--- src/rtl/regfile_access_ctrl_pkg.sv ---
// rtl/regfile_access_ctrl_pkg.sv - shared types and default widths for the regfile access controller
package regfile_access_ctrl_pkg;

    localparam int DEF_ADDR_W = 5;
    localparam int DEF_DATA_W = 32;
    localparam int DEF_DEPTH  = 32;
    localparam int DEF_RD_LAT = 1;

    typedef enum logic [1:0] {
        OP_READ    = 2'b00,
        OP_WRITE   = 2'b01,
        OP_CLEAR   = 2'b10,
        OP_ILLEGAL = 2'b11
    } op_e;

    typedef enum logic [2:0] {
        ST_IDLE,
        ST_RD,
        ST_WR,
        ST_CLR,
        ST_RESP
    } state_e;

endpackage

--- src/rtl/regfile_access_ctrl_if.sv ---
// rtl/regfile_access_ctrl_if.sv - command/response channel bundle for the regfile access controller
interface regfile_access_ctrl_if #(
    parameter int ADDR_W = 5,
    parameter int DATA_W = 32
) ();

    logic              cmd_valid;
    logic              cmd_ready;
    logic [1:0]        cmd_op;
    logic [ADDR_W-1:0] cmd_addr;
    logic [DATA_W-1:0] cmd_wdata;

    logic              rsp_valid;
    logic              rsp_ready;
    logic [DATA_W-1:0] rsp_data;
    logic              rsp_err;

    // Front end issuing commands and consuming responses
    modport master (
        output cmd_valid, cmd_op, cmd_addr, cmd_wdata, rsp_ready,
        input  cmd_ready, rsp_valid, rsp_data, rsp_err
    );

    // Controller accepting commands and producing responses
    modport slave (
        input  cmd_valid, cmd_op, cmd_addr, cmd_wdata, rsp_ready,
        output cmd_ready, rsp_valid, rsp_data, rsp_err
    );

endinterface

--- src/rtl/regfile_access_ctrl.sv ---
// rtl/regfile_access_ctrl.sv - sequences READ/WRITE/CLEAR commands onto a register-file port
module regfile_access_ctrl
    import regfile_access_ctrl_pkg::*;
#(
    parameter int ADDR_W = DEF_ADDR_W,
    parameter int DATA_W = DEF_DATA_W,
    parameter int DEPTH  = DEF_DEPTH,
    parameter int RD_LAT = DEF_RD_LAT
) (
    input  logic              clk,
    input  logic              rst,
    regfile_access_ctrl_if.slave bus,
    output logic [ADDR_W-1:0] rf_read_addr,
    output logic [ADDR_W-1:0] rf_write_addr,
    output logic [DATA_W-1:0] rf_write_data,
    output logic              rf_write_en,
    input  logic [DATA_W-1:0] rf_read_data
);

    // One bit wider than the address so DEPTH == 2**ADDR_W never wraps
    localparam logic [ADDR_W:0]   CLR_LAST = (ADDR_W+1)'(DEPTH - 1);
    localparam logic [1:0]        RD_LAST  = 2'(RD_LAT);
    localparam logic [DATA_W-1:0] CLR_RSP  = DATA_W'(DEPTH);

    state_e            state_q, state_d;
    logic              cmd_ready_q, cmd_ready_d;
    logic              rsp_valid_q, rsp_valid_d;
    logic [DATA_W-1:0] rsp_data_q, rsp_data_d;
    logic              rsp_err_q, rsp_err_d;
    logic [ADDR_W-1:0] rd_addr_q, rd_addr_d;
    logic [ADDR_W-1:0] wr_addr_q, wr_addr_d;
    logic [DATA_W-1:0] wr_data_q, wr_data_d;
    logic              wr_en_q, wr_en_d;
    logic [1:0]        rd_cnt_q, rd_cnt_d;
    logic [ADDR_W:0]   clr_cnt_q, clr_cnt_d;
    logic [ADDR_W:0]   clr_cnt_inc;

    assign clr_cnt_inc = clr_cnt_q + 1'b1;

    // Every output is a flop; reset parks the FSM in IDLE with all outputs low
    always_ff @(posedge clk) begin
        if (rst) begin
            state_q     <= ST_IDLE;
            cmd_ready_q <= 1'b0;
            rsp_valid_q <= 1'b0;
            rsp_data_q  <= '0;
            rsp_err_q   <= 1'b0;
            rd_addr_q   <= '0;
            wr_addr_q   <= '0;
            wr_data_q   <= '0;
            wr_en_q     <= 1'b0;
            rd_cnt_q    <= '0;
            clr_cnt_q   <= '0;
        end else begin
            state_q     <= state_d;
            cmd_ready_q <= cmd_ready_d;
            rsp_valid_q <= rsp_valid_d;
            rsp_data_q  <= rsp_data_d;
            rsp_err_q   <= rsp_err_d;
            rd_addr_q   <= rd_addr_d;
            wr_addr_q   <= wr_addr_d;
            wr_data_q   <= wr_data_d;
            wr_en_q     <= wr_en_d;
            rd_cnt_q    <= rd_cnt_d;
            clr_cnt_q   <= clr_cnt_d;
        end
    end

    // Next-state and next-output decode; registers hold unless a state changes them
    always_comb begin
        state_d     = state_q;
        cmd_ready_d = cmd_ready_q;
        rsp_valid_d = rsp_valid_q;
        rsp_data_d  = rsp_data_q;
        rsp_err_d   = rsp_err_q;
        rd_addr_d   = rd_addr_q;
        wr_addr_d   = wr_addr_q;
        wr_data_d   = wr_data_q;
        wr_en_d     = 1'b0;
        rd_cnt_d    = rd_cnt_q;
        clr_cnt_d   = clr_cnt_q;

        unique case (state_q)
            ST_IDLE: begin
                cmd_ready_d = 1'b1;
                if (bus.cmd_valid && cmd_ready_q) begin
                    cmd_ready_d = 1'b0;
                    unique case (op_e'(bus.cmd_op))
                        OP_READ: begin
                            rd_addr_d = bus.cmd_addr;
                            rd_cnt_d  = '0;
                            state_d   = ST_RD;
                        end
                        OP_WRITE: begin
                            wr_addr_d = bus.cmd_addr;
                            wr_data_d = bus.cmd_wdata;
                            wr_en_d   = 1'b1;
                            state_d   = ST_WR;
                        end
                        OP_CLEAR: begin
                            clr_cnt_d = '0;
                            wr_addr_d = '0;
                            wr_data_d = '0;
                            wr_en_d   = 1'b1;
                            state_d   = ST_CLR;
                        end
                        OP_ILLEGAL: begin
                            rsp_valid_d = 1'b1;
                            rsp_err_d   = 1'b1;
                            rsp_data_d  = '0;
                            state_d     = ST_RESP;
                        end
                    endcase
                end
            end
            ST_RD: begin
                if (rd_cnt_q == RD_LAST) begin
                    rsp_data_d  = rf_read_data;
                    rsp_valid_d = 1'b1;
                    state_d     = ST_RESP;
                end else begin
                    rd_cnt_d = rd_cnt_q + 2'd1;
                end
            end
            ST_WR: begin
                rsp_data_d  = wr_data_q;
                rsp_valid_d = 1'b1;
                state_d     = ST_RESP;
            end
            ST_CLR: begin
                if (clr_cnt_q == CLR_LAST) begin
                    rsp_data_d  = CLR_RSP;
                    rsp_valid_d = 1'b1;
                    state_d     = ST_RESP;
                end else begin
                    clr_cnt_d = clr_cnt_inc;
                    wr_addr_d = clr_cnt_inc[ADDR_W-1:0];
                    wr_en_d   = 1'b1;
                end
            end
            ST_RESP: begin
                if (bus.rsp_ready) begin
                    rsp_valid_d = 1'b0;
                    rsp_err_d   = 1'b0;
                    cmd_ready_d = 1'b1;
                    state_d     = ST_IDLE;
                end
            end
            default: begin
                state_d = ST_IDLE;
            end
        endcase
    end

    assign bus.cmd_ready = cmd_ready_q;
    assign bus.rsp_valid = rsp_valid_q;
    assign bus.rsp_data  = rsp_data_q;
    assign bus.rsp_err   = rsp_err_q;

    assign rf_read_addr  = rd_addr_q;
    assign rf_write_addr = wr_addr_q;
    assign rf_write_data = wr_data_q;
    assign rf_write_en   = wr_en_q;

endmodule

--- src/flat_wrapper.sv ---
// flat-port wrapper written by rule: the top's interface ports become plain ports
module regfile_access_ctrl_flat import regfile_access_ctrl_pkg::*;
#(
    parameter int ADDR_W = DEF_ADDR_W,
    parameter int DATA_W = DEF_DATA_W,
    parameter int DEPTH  = DEF_DEPTH,
    parameter int RD_LAT = DEF_RD_LAT
)
  (clk, rst, rf_read_addr, rf_write_addr, rf_write_data, rf_write_en, rf_read_data, bus_cmd_valid, bus_cmd_op, bus_cmd_addr, bus_cmd_wdata, bus_rsp_ready, bus_cmd_ready, bus_rsp_valid, bus_rsp_data, bus_rsp_err);
  regfile_access_ctrl_if #(.ADDR_W(ADDR_W), .DATA_W(DATA_W)) bus_i ();
  input  logic clk;
  input  logic rst;
  output logic [ADDR_W-1:0] rf_read_addr;
  output logic [ADDR_W-1:0] rf_write_addr;
  output logic [DATA_W-1:0] rf_write_data;
  output logic rf_write_en;
  input  logic [DATA_W-1:0] rf_read_data;
  input wire logic [$bits(bus_i.cmd_valid)-1:0] bus_cmd_valid;
  input wire logic [$bits(bus_i.cmd_op)-1:0] bus_cmd_op;
  input wire logic [$bits(bus_i.cmd_addr)-1:0] bus_cmd_addr;
  input wire logic [$bits(bus_i.cmd_wdata)-1:0] bus_cmd_wdata;
  input wire logic [$bits(bus_i.rsp_ready)-1:0] bus_rsp_ready;
  output wire logic [$bits(bus_i.cmd_ready)-1:0] bus_cmd_ready;
  output wire logic [$bits(bus_i.rsp_valid)-1:0] bus_rsp_valid;
  output wire logic [$bits(bus_i.rsp_data)-1:0] bus_rsp_data;
  output wire logic [$bits(bus_i.rsp_err)-1:0] bus_rsp_err;
  assign bus_i.cmd_valid = bus_cmd_valid;
  assign bus_i.cmd_op = bus_cmd_op;
  assign bus_i.cmd_addr = bus_cmd_addr;
  assign bus_i.cmd_wdata = bus_cmd_wdata;
  assign bus_i.rsp_ready = bus_rsp_ready;
  assign bus_cmd_ready = bus_i.cmd_ready;
  assign bus_rsp_valid = bus_i.rsp_valid;
  assign bus_rsp_data = bus_i.rsp_data;
  assign bus_rsp_err = bus_i.rsp_err;
  regfile_access_ctrl #(.ADDR_W(ADDR_W), .DATA_W(DATA_W), .DEPTH(DEPTH), .RD_LAT(RD_LAT)) u_core (.clk(clk), .rst(rst), .bus(bus_i), .rf_read_addr(rf_read_addr), .rf_write_addr(rf_write_addr), .rf_write_data(rf_write_data), .rf_write_en(rf_write_en), .rf_read_data(rf_read_data));
endmodule
--- config.mk ---
export PLATFORM = sky130hd
export DESIGN_NAME = regfile_access_ctrl_flat
export DESIGN_NICKNAME = d
export VERILOG_FILES = /design/src/rtl/regfile_access_ctrl_pkg.sv /design/src/rtl/regfile_access_ctrl_if.sv /design/src/rtl/regfile_access_ctrl.sv /design/src/flat_wrapper.sv
export SDC_FILE = /design/constraint.sdc
export NUM_CORES = 1
export LEC_CHECK = 0
export ABC_AREA = 1
export CORE_MARGIN = 3
export CORE_UTILIZATION = 44
export CTS_BUF_LIST = sky130_fd_sc_hd__clkbuf_16
export DETAILED_ROUTE_END_ITERATION = 10
export PLACE_DENSITY_LB_ADDON = 0.2
export SETUP_SLACK_MARGIN = 0.2
export SKIP_LAST_GASP = 1
export SLEW_MARGIN = 25
export SYNTH_ARGS = -nofsm -noshare
export SYNTH_HDL_FRONTEND = slang
export SYNTH_SLANG_ARGS = --single-unit
--- constraint.sdc ---
create_clock -name clk -period 2.2 [get_ports clk]
set_input_delay 0.55 -clock clk [delete_from_list [all_inputs] [get_ports clk]]
set_output_delay 0.55 -clock clk [all_outputs]
set_load 0.02 [all_outputs]
# After elaboration in Yosys (flattened, before gate mapping)
# Cells that the tools add are included.
# word_totals
reg_bits	89
input_bits	75
output_inout_bits	78
# op_classes
addsub	2
eq_ne	19
n_mux	38
reduce_logical	20
# op_table
cell	n
32-bit two-way mux	4
32-bit case mux with 4 select lines	1
32-bit case mux with 2 select lines	1
5-bit case mux with 2 select lines	2
4-bit AND reduction	5
6-bit two-way mux	3
3-bit case mux with 5 select lines	1
3-bit two-way mux	4
2-bit inequality test (second input constant)	6
3-bit case mux with 4 select lines	1
6-bit case mux with 2 select lines	1
1-bit two-way mux	10
5-bit two-way mux	2
2-bit nonzero test	4
6-bit by 1-bit adder with 6-bit output (second input constant)	1
3-bit by 2-bit == test with 1-bit output (second input constant)	2
6-bit by 5-bit == test with 1-bit output (second input constant)	1
2-bit two-way mux	3
2-bit by 1-bit inequality test with 1-bit output (second input constant)	3
1-bit case mux with 2 select lines	3
3-bit AND reduction	2
6-bit AND reduction	1
1-bit case mux with 5 select lines	1
5-bit AND reduction	1
other kinds (14)	16

# Logic depth before layout (Yosys ltp)
# Gate-level depths: netlist (run 1).
# logic_depth
ltp_word	5
ltp_mapped	12
ltp_nobuf	10

# Least setup slack after synthesis (run 1)
# Ideal clock, no wire load.
# synth_path
path_type	input -> register
startpoint	input port bus_cmd_op[0]
endpoint	register u_core.wr_addr_q[3], in the netlist u_core.rf_write_addr[3]
setup_ns	0.117
t_arrival_ns	1.550
slack_ns	0.533
cell_stages	9
path_cell_list	inv_1 ha_1 nand2_1 nor2_1 inv_2 nand2_1 inv_2 nor2_1 nor2_1
# synth_via
elab_chain_len	4
elab_cells_between_ends	7
# synth_lines
item	line_no	source
start: declaration	flat_wrapper.sv:19	input wire logic [$bits(bus_i.cmd_op)-1:0] bus_cmd_op;
2-bit == test / 2-bit by 1-bit == test with 1-bit output (equally long branches)	regfile_access_ctrl.sv:88	unique case (op_e'(bus.cmd_op))
5-bit case mux with 2 select lines	regfile_access_ctrl.sv:88	
5-bit two-way mux	regfile_access_ctrl.sv:86	if (bus.cmd_valid && cmd_ready_q) begin
5-bit case mux with 2 select lines	regfile_access_ctrl.sv:83	unique case (state_q)
end signal: assignment	regfile_access_ctrl.sv:61	wr_addr_q <= wr_addr_d;
end: declaration	regfile_access_ctrl.sv:31	logic [ADDR_W-1:0] wr_addr_q, wr_addr_d;
# Parallel ways exist; a longest one is shown, timed or not. The select of a mux whose other input is x is not followed.
# A chain may end at the register's enable or synchronous reset.

# Worst setup path in the final report (run 1)
# layout_path
startpoint	input port bus_cmd_op[1]
endpoint	register u_core.wr_data_q[3], in the netlist u_core.rf_write_data[3]
# layout_via
elab_chain_len	3
elab_cells_between_ends	5
# layout_lines
item	line_no	source
2-bit by 1-bit == test with 1-bit output / 2-bit == test (equally long branches)	regfile_access_ctrl.sv:88	
2-bit nonzero test (no line)	n/a	
3-bit AND reduction (no line)	n/a	
end signal: assignment	regfile_access_ctrl.sv:62	wr_data_q <= wr_data_d;
end: declaration	regfile_access_ctrl.sv:32	logic [DATA_W-1:0] wr_data_q, wr_data_d;
# Parallel ways exist; a longest one is shown, timed or not.

==> impl_metrics.json, run 1 <==
{
  "syn-instance-count": 635,
  "place_congestion": 0.876,
  "worst_slew_pin_slew_ns": 0.501,
  "period_needed_ns": 1.89,
  "clock.fmax_mhz": 529,
  "synth.top_cells.by_area": "dfxtp_1 (44%), nand2_1 (21%), nor2_1 (9.7%)",
  "grt_overflow": 0,
  "min_path_type": "reg2reg",
  "path_max_fanout": 19,
  "num_antenna_cells": 0,
  "timing.clock.skew_ns": 0.00545,
  "finalPower_uw": 4540,
  "rsz_0062_raised_after_global_routing": "true",
  "firstDrtPassIters": 4,
  "remaining_drc_errors": 0,
  "vdd.ir_drop.worst_mv": 0.447,
  "die_width_um": 102,
  "maxCapViolCount": 0,
  "syn-mean-instance-area_um2": 6.42,
  "cp_data_required_time_ns": 2.46,
  "status": "completed",
  "detailedRoute.firstIterationViolations": 115,
  "synth-edff-count": 0,
  "wl_met1_mm": 4.92,
  "detailed_route_wirelength_on_metal2_mm": 5.71,
  "first_global_vias": 3985,
  "grt_first_pass_wirelength_mm": 18.7,
  "summed_instance_area_of_the_synthesized_netlist_um2": 4080,
  "viasPerCell": 4.88,
  "filler_cell_count": 767,
  "area_growth_syn_to_layout_pct": 49.3,
  "finalNetCount": 864,
  "global_route_usage_sum_pct": 22.2,
  "fp-row-count": 34,
  "hpwlAfterDp_mm": 8.62,
  "tritoncts": "done",
  "timing.critical_path.cells": "clkdlybuf4s50_1 > inv_1 > ha_1 > nand2_1 > nor2_2 > buf_4 > nand3_1 > a21oi_1",
  "synth-seq-cells": 89,
  "power.static_leakage_uw": 0.00250,
  "timing.critical_path.to_type": "flip-flop",
  "route.met3.wl_um": 888,
  "htree_num_levels": 3,
  "multi_input_area_um2": 1940,
  "io_pins": 153,
  "synth_largest_type_area_fraction_pct": 43.7,
  "ys_seq_area_share_pct": 43.7,
  "register_area_um2": 1780,
  "synthArstFlopShare_pct": 0,
  "power_per_cell_area_nw_per_um2": 747,
  "fp.dieH_um": 102,
  "cts_made_buffers": 9,
  "drive_gt1_share_pct": 6.34,
  "min_period_over_period_pct": 86.0,
  "timing.max_slew.rel_slack_pct": 66.6,
  "holdPathStages": 2,
  "setup_viol": 0,
  "final_core_utilization_pct": 68.8,
  "initial_core_util_pct": 46.1,
  "detail-route-antenna-nets": 0,
  "postRouteWirelength_mm": 11.7,
  "startpoint_type": "primary input",
  "worst_setup_hold_path_clk_slew_ns": 0.06,
  "post_synth_most_frequent_cells": "nand2_1 (231), nor2_1 (105), dfxtp_1 (89)",
  "criticalPathCategory": "in2reg",
  "reg2regPathDepth": 10,
  "core_um2": 8850,
  "die_area_um2": 10500,
  "synth_nets": 715,
  "clockBufferDepth": 2,
  "critical_path.slowest_cell": "clkdlybuf4s50_1",
  "grt_start_max_net_pins": 42,
  "timing.hold.ws_ns": 0.473,
  "tritoncts_num_sinks": 89,
  "initial_antenna_violation_count": 0,
  "timing_max_transition_violations_final": 0,
  "ys_warn_count": 0,
  "critPathMaxStageDelay_ns": 0.51,
  "topRoutingLayerUsed": "met4",
  "clock_tree.root_cell": "clkbuf_16",
  "vias_after_detailed_routing": 4377,
  "post-synth-top-count-cell": "nand2_1",
  "clk-insertion-delay-late_ns": 0.33,
  "synth_largest_area_cell": "dfxtp_1",
  "worst_ep_arrival_time_ns": 2.15,
  "netlist-cell-type-count": 24,
  "ys.flop_type": "dfxtp_1",
  "detail_routed_net_length_per_standard_cell_um": 13.0,
  "final_hold_viol_count": 0,
  "portBuffers": 152
}
-- state kept, by name, indices dropped and copies added, names as in the netlist --
signal,count
u_core.rf_write_addr,5
u_core.bus.rsp_valid,1
u_core.rf_write_data,32
u_core.rd_cnt_q,2
u_core.clr_cnt_q,6
u_core.rf_read_addr,5
u_core.bus.rsp_err,1
u_core.state_q,3
u_core.rf_write_en,1
u_core.bus.rsp_data,32
u_core.bus.cmd_ready,1
-- placed cells by master, fill, tap and decap left out --
master and count:
nand2_1 230, clkdlybuf4s50_1 151, nor2_1 104, dfxtp_1 89, inv_1 51, a21oi_1 43, nand3_1 41, o21ai_0 17
buf_4 15, clkbuf_16 9, inv_2 8, ha_1 5, nor3_1 3, buf_12 3, nor2_2 2, bufinv_16 2
nand3_2 1, o21ai_2 1, nor2_4 1, nor3_4 1, a211oi_1 1, nand2_2 1, or2_2 1, o31ai_1 1
o21a_1 1, o21bai_1 1, inv_6 1, clkinv_4 1, clkinv_1 1, clkinvlp_4 1, clkinv_2 1, buf_2 1
-- cells by family (layout without fill, tap and decap cells) --
logic type | after synthesis | in the layout | synth area share, %
adders and majority gates | 5 | 5 | 1.53
buffers and inverters | 91 | 245 | 9.15
and+or+nand+nor | 385 | 385 | 37.3
AOI/OAI and AO/OA | 65 | 65 | 8.32
DFF | 89 | 89 | 43.7
-- worst max-delay path, delay by kind of cell --
kind / cells / cell delay (ns)
fa+ha+maj: 1 / 0.26
simple gates: 3 / 0.34
buf+inv: 3 / 0.84
compound gates: 1 / 0.15
-- path summary, 6_finish.rpt --
path	start	endpoint	slack, ns
setup / recovery	bus_cmd_op[1]	u_core.rf_write_data[3]	0.31
hold / removal	u_core.bus.rsp_valid	u_core.bus.rsp_valid	0.47
setup reg to reg	u_core.state_q[2]	u_core.bus.rsp_data[1]	0.38
hold reg to reg	u_core.bus.rsp_valid	u_core.bus.rsp_valid	0.47
-- report_power, final --
group	leakage [µW]	internal, µW	switching (µW)	total [µW]
sequential	0.000723	1750	92.0	1840
combinational	0.00163	504	580	1080
clock	0.000153	995	626	1620
total	0.00250	3250	1300	4540
-- routing by layer --
| metal | GRT usage, % | vias up |
|---|---|---|
| li1 | - | 2255 |
| met1 | 27.3 | 1959 |
| met2 | 39.4 | 148 |
| met3 | 4.30 | 15 |
| met4 | 6.66 | 0 |
| met5 | 0 | - |
-- per-stage QoR --
step	TNS [ns]	instance area [µm²]	instances	worst slack, ns
2_1_floorplan	0	4080	635	0.533
3_3_place_gp	0	5760	881	0.0376
3_5_place_dp	-0.208	5760	881	-0.0292
4_1_cts	0	6080	897	0.288
5_1_grt	0	6080	897	0.194
6_report	0	6080	897	0.308
-- layout make-up --
type | count | share of cell area (%)
multi-input combinational | 455 | 31.9
sequential | 89 | 29.3
timing repair buffer | 170 | 27.8
clock buffer | 9 | 3.70
inverter | 59 | 3.64
tap | 108 | 2.22
clock inverter | 7 | 1.54
-- what timing repair did --
action                     in CTS  in global routing
setup endpoints to repair       0                  5
setup buffers                   0                  0
resized for setup               0                  1
hold buffers                    0                  0
Power figures use the tool's default switching activity.
==> run 2, diff against run 1 <==
PLACE_DENSITY = 0.84   (was default)
PLACE_DENSITY_LB_ADDON = default   (was 0.2)
SLEW_MARGIN = 20   (was 25)
==> run 2 against run 1 <==
  * Worst hold slack worse by 0.0050 ns
  * Final area is 0.66% higher
  * Worst setup slack worse by 0.027 ns
  * Critical path depth is 2 higher
  * Fmax is 1.4% lower
  * Critical path type unchanged
  * Largest cell class unchanged
==> impl_metrics.json, run 2 (synthesis gave the netlist of run 1 again) <==
{
  "path_max_fanout": 7,
  "portBuffers": 152,
  "clock_tree.root_cell": "clkbuf_16",
  "drive_gt1_share_pct": 6.10,
  "num_antenna_cells": 0,
  "grt_overflow": 0,
  "power_per_cell_area_nw_per_um2": 777,
  "final_core_utilization_pct": 69.2,
  "worst_ep_arrival_time_ns": 2.14,
  "die_area_um2": 10500,
  "tritoncts": "done",
  "internal_power_uw": 3470,
  "power.static_leakage_uw": 0.00252,
  "criticalPathCategory": "in2reg",
  "detail-route-antenna-nets": 0,
  "postRouteWirelength_mm": 12.1,
  "dp_worst_setup_slack_ns": -0.106,
  "maxCapViolCount": 0,
  "startpoint_type": "primary input",
  "timing.critical_path.to_type": "flip-flop",
  "min_path_type": "reg2reg",
  "area_growth_syn_to_layout_pct": 50.2,
  "worst_setup_hold_path_clk_slew_ns": 0.07,
  "final_hold_viol_count": 0,
  "share_seq_of_total_power_pct": 38.6,
  "grt_first_pass_wirelength_mm": 19.3,
  "remaining_drc_errors": 0,
  "most_common_library_cell_in_the_layout_ignoring_fill_and_taps": "nand2_1",
  "final_cell_mix": "nand2_1 (230), clkdlybuf4s50_1 (151), nor2_1 (104), dfxtp_1 (89), inv_1 (52)",
  "vdd.ir_drop.worst_mv": 0.477,
  "initial_core_util_pct": 46.1,
  "detail_routed_net_length_per_standard_cell_um": 13.5,
  "fp-row-count": 34,
  "finalNetCount": 863,
  "io_pins": 153,
  "period_needed_ns": 1.92,
  "setup_viol": 0,
  "grt_start_max_net_pins": 42,
  "cts.repair_timing.setup_buffer_count": 0,
  "htree_num_levels": 3,
  "cp_data_required_time_ns": 2.42,
  "clock.fmax_mhz": 521,
  "tritoncts_num_sinks": 89,
  "rsz_0062_raised_after_global_routing": "true",
  "place_congestion": 0.912,
  "status": "completed",
  "hpwlAfterDp_mm": 8.75,
  "power.net_switching_uw": 1290,
  "global_route_usage_sum_pct": 23.0,
  "worst_slew_pin_slew_ns": 0.467,
  "vias_after_detailed_routing": 4415,
  "firstDrtPassIters": 4,
  "instances_no_fill": 895,
  "initial_antenna_violation_count": 0,
  "power.share.combinational_pct": 23.2,
  "min_period_over_period_pct": 87.2,
  "p_sw_share_pct": 27.1,
  "first_global_vias": 4252,
  "timing_max_transition_violations_final": 0,
  "cts.hold.buffers_added": 0,
  "timing.hold.ws_ns": 0.468,
  "core_um2": 8850,
  "timing.clock.skew_ns": 0.0112,
  "cts_made_buffers": 9,
  "die_width_um": 102,
  "detailedRoute.firstIterationViolations": 151,
  "fp.dieH_um": 102,
  "clockBufferDepth": 2,
  "postcts_resize_cnt": 0,
  "viasPerCell": 4.93,
  "power.clock.fraction_pct": 38.2,
  "worst_slack_ns": 0.282,
  "timing.max_slew.rel_slack_pct": 68.9,
  "dp.cells": 879,
  "clk-insertion-delay-late_ns": 0.33,
  "finalPower_uw": 4760
}
==> run 2: cell types whose count changed in the layout (fill, tap and decap cells not counted) <==
| cell | previous run | this run |
|---|---|---|
| clkinvlp_4 | 1 | 0 |
| buf_4 | 15 | 13 |
| inv_6 | 1 | 0 |
| inv_1 | 51 | 52 |
| bufinv_16 | 2 | 4 |
| buf_12 | 3 | 2 |
| buf_6 | 0 | 1 |
| clkinv_2 | 1 | 0 |
| clkbuf_16 | 9 | 10 |
| clkinv_1 | 1 | 0 |
==> run 2: area by class of cell <==
class / count / area, µm²
Clock buffer: 9 / 225
Clock inverter: 6 / 133
Fill cell: 737 / 2720
Inverter: 59 / 221
Multi-Input combinational cell: 455 / 1940
Sequential cell: 89 / 1780
Tap cell: 108 / 135
Timing Repair Buffer: 169 / 1690
==> run 2: layer usage <==
metal | share of wire [%] | global-route usage (%) | up-vias
met4 | 2.2 | 9.18 | 0
met2 | 50 | 42.0 | 129
li1 | - | - | 2250
met3 | 5.8 | 3.14 | 23
met1 | 42 | 26.9 | 2013
met5 | 0 | 0 | -
==> run 2: per-stage QoR <==
step	area, µm²	TNS, ns
global route	6120	0
detailed placement	5740	-0.438
finish	6120	0
CTS	6090	0
global placement	5740	-0.242
floorplan	4080	0
==> run 2: worst max-delay path, cell delays in order <==
cell             delay (ns)
clkdlybuf4s50_1        0.51
inv_1                  0.05
ha_1                   0.27
nand2_1                0.07
nor2_2                 0.18
inv_2                  0.08
nand2_2                0.14
inv_2                  0.10
nor2_1                 0.14
nor2_1                 0.05
==> run 2: worst paths after layout <==
| path | start | end | slack (ns) | cells past startpoint |
|---|---|---|---|---|
| hold reg to reg | u_core.rf_write_addr[2] | u_core.rf_write_addr[2] | 0.47 | 2 |
| setup reg to reg | u_core.state_q[2] | u_core.bus.rsp_valid | 0.37 | 9 |
| setup / recovery | bus_cmd_op[1] | u_core.rf_write_addr[3] | 0.28 | 10 |
| hold / removal | u_core.rf_write_addr[2] | u_core.rf_write_addr[2] | 0.47 | 2 |
==> run 2: power groups by stage <==
stage	combinational [µW]	clock [µW]	sequential, µW
floorplan	446	0	2000
global route	1210	1900	1850
finish	1110	1820	1840
CTS	1090	1850	1840
detailed placement	1080	0	1870
global placement	1060	0	1860
==> run 3, diff against run 2 <==
CORE_UTILIZATION = 30   (was 44)
PLACE_DENSITY = 0.62   (was 0.84)
==> run 3 against run 2 <==
  * Fmax grew 0.39%
  * Worst hold slack better by 0.011 ns
  * Combinational power barely moved
  * Core utilization decreased by 22 points
  * Worst setup slack gained 0.0074 ns
  * Wire length rose by 4.4%
  * Global-route usage is 5.8 points lower
  * Critical endpoint is now rf_write_data[0]
==> impl_metrics.json, run 3 (synthesis gave the netlist of run 1 again) <==
{
  "clockBufferDepth": 2,
  "die_area_um2": 15000,
  "htree_num_levels": 3,
  "grt_start_max_net_pins": 49,
  "timing.max_slew.rel_slack_pct": 67.8,
  "wl_met1_mm": 5.79,
  "power.share.combinational_pct": 23.7,
  "route.met3.wl_um": 946,
  "detail_routed_net_length_per_standard_cell_um": 13.2,
  "share_seq_of_total_power_pct": 40.1,
  "clock_tree.root_cell": "clkbuf_16",
  "p_sw_share_pct": 29.4,
  "power.net_switching_uw": 1350,
  "final_hold_viol_count": 0,
  "instances_no_fill": 958,
  "final_cell_mix": "nand2_1 (231), clkdlybuf4s50_1 (151), nor2_1 (104), dfxtp_1 (89), inv_1 (51)",
  "global_route_usage_sum_pct": 17.2,
  "path_max_fanout": 3,
  "critPathMaxStageDelay_ns": 0.63,
  "fp-row-count": 41,
  "timing_max_transition_violations_final": 0,
  "power.clock.fraction_pct": 36.1,
  "min_period_over_period_pct": 86.9,
  "core_um2": 12900,
  "topRoutingLayerUsed": "met4",
  "count_of_buffer_and_inverter_cells_on_the_critical_path": 1,
  "detailed_route_wirelength_on_metal2_mm": 5.75,
  "finalPower_uw": 4580,
  "first_global_vias": 4064,
  "cp_data_required_time_ns": 1.65,
  "worst_setup_hold_path_clk_slew_ns": 0.06,
  "tritoncts_num_sinks": 89,
  "grt_first_pass_wirelength_mm": 20.3,
  "detailedRoute.firstIterationViolations": 166,
  "remaining_drc_errors": 0,
  "tritoncts": "done",
  "fp.dieH_um": 123,
  "status": "completed",
  "cts.repair_timing.setup_buffer_count": 0,
  "initial_core_util_pct": 31.5,
  "min_path_type": "reg2reg",
  "portBuffers": 152,
  "grt_overflow": 0,
  "timing.critical_path.cells": "clkdlybuf4s50_1",
  "cp_top_family": "buffers and inverters",
  "timing.clock.skew_ns": 0.00599,
  "critical_path.slowest_cell": "clkdlybuf4s50_1",
  "vdd.ir_drop.worst_mv": 0.331,
  "worst_ep_arrival_time_ns": 1.36,
  "period_needed_ns": 1.91,
  "finalNetCount": 861,
  "dp.cells": 942,
  "detail-route-antenna-nets": 0,
  "clk-insertion-delay-late_ns": 0.34,
  "cts_made_buffers": 9,
  "io_pins": 153,
  "placed_area_um2": 5810,
  "num_antenna_cells": 0,
  "criticalPathCategory": "reg2out",
  "drive_gt1_share_pct": 5.98,
  "maxCapViolCount": 0,
  "place_congestion": 0.886,
  "startpoint_type": "flip-flop",
  "viasPerCell": 4.53,
  "postLayoutCellArea_um2": 6140,
  "initial_antenna_violation_count": 0,
  "rsz_0062_raised_after_global_routing": "true",
  "postRouteWirelength_mm": 12.6,
  "setup_viol": 0,
  "internal_power_uw": 3240,
  "most_common_library_cell_in_the_layout_ignoring_fill_and_taps": "nand2_1",
  "firstDrtPassIters": 8,
  "power_per_cell_area_nw_per_um2": 747,
  "die_width_um": 123,
  "power.static_leakage_uw": 0.00248,
  "area_growth_syn_to_layout_pct": 50.5,
  "timing.critical_path.to_type": "output pin",
  "worst_slew_pin_slew_ns": 0.481,
  "vias_after_detailed_routing": 4339,
  "hpwlAfterDp_mm": 9.40,
  "clock.fmax_mhz": 523
}
## run 3: power groups by stage
stage          clock, µW  combinational (µW)  sequential, µW
2_1_floorplan          0                 446            2000
3_3_place_gp           0                1080            1870
4_1_cts             1690                1090            1840
6_report            1660                1090            1840
5_1_grt             1760                1210            1850
3_5_place_dp           0                1090            1880
## run 3: stage by stage
step,worst slack [ns],hold WS (ns),util [%],TNS [ns]
floorplan,0.533,0.447,-,0
global placement,-0.0215,0.463,45.0,-0.229
detailed placement,-0.0658,0.473,45.0,-1.40
CTS,0.275,0.483,47.4,0
global route,0.175,0.504,47.5,0
finish,0.289,0.479,47.5,0
## run 3: timing repair
action	in CTS	in global routing
hold buffers	0	0
gates resized for setup	0	1
hold endpoints to repair	0	0
setup endpoints to repair	0	30
## run 3: cell type report
| class | instances | area, µm² |
|---|---|---|
| Multi-Input combinational cell | 455 | 1940 |
| Clock buffer | 9 | 225 |
| Fill cell | 1330 | 6790 |
| Timing Repair Buffer | 167 | 1660 |
| Inverter | 59 | 221 |
| Sequential cell | 89 | 1780 |
| Clock inverter | 7 | 93.8 |
| Tap cell | 172 | 215 |
## run 3: routing by layer
| layer | track usage (%) | vias up |
|---|---|---|
| met5 | 0 | - |
| met4 | 5.32 | 0 |
| met3 | 4.29 | 12 |
| met2 | 27.6 | 144 |
| met1 | 22.7 | 1943 |
| li1 | - | 2240 |
## run 3: final timing paths
| path | from | end | slack, ns | cells after the start |
|---|---|---|---|---|
| worst max-delay path | u_core.rf_write_data[0] | rf_write_data[0] | 0.29 | 1 |
| worst min-delay path | u_core.rf_write_data[5] | u_core.rf_write_data[5] | 0.48 | 2 |
| worst max register to register | u_core.state_q[0] | u_core.bus.rsp_data[31] | 0.42 | 11 |
| worst min register to register | u_core.rf_write_data[5] | u_core.rf_write_data[5] | 0.48 | 2 |
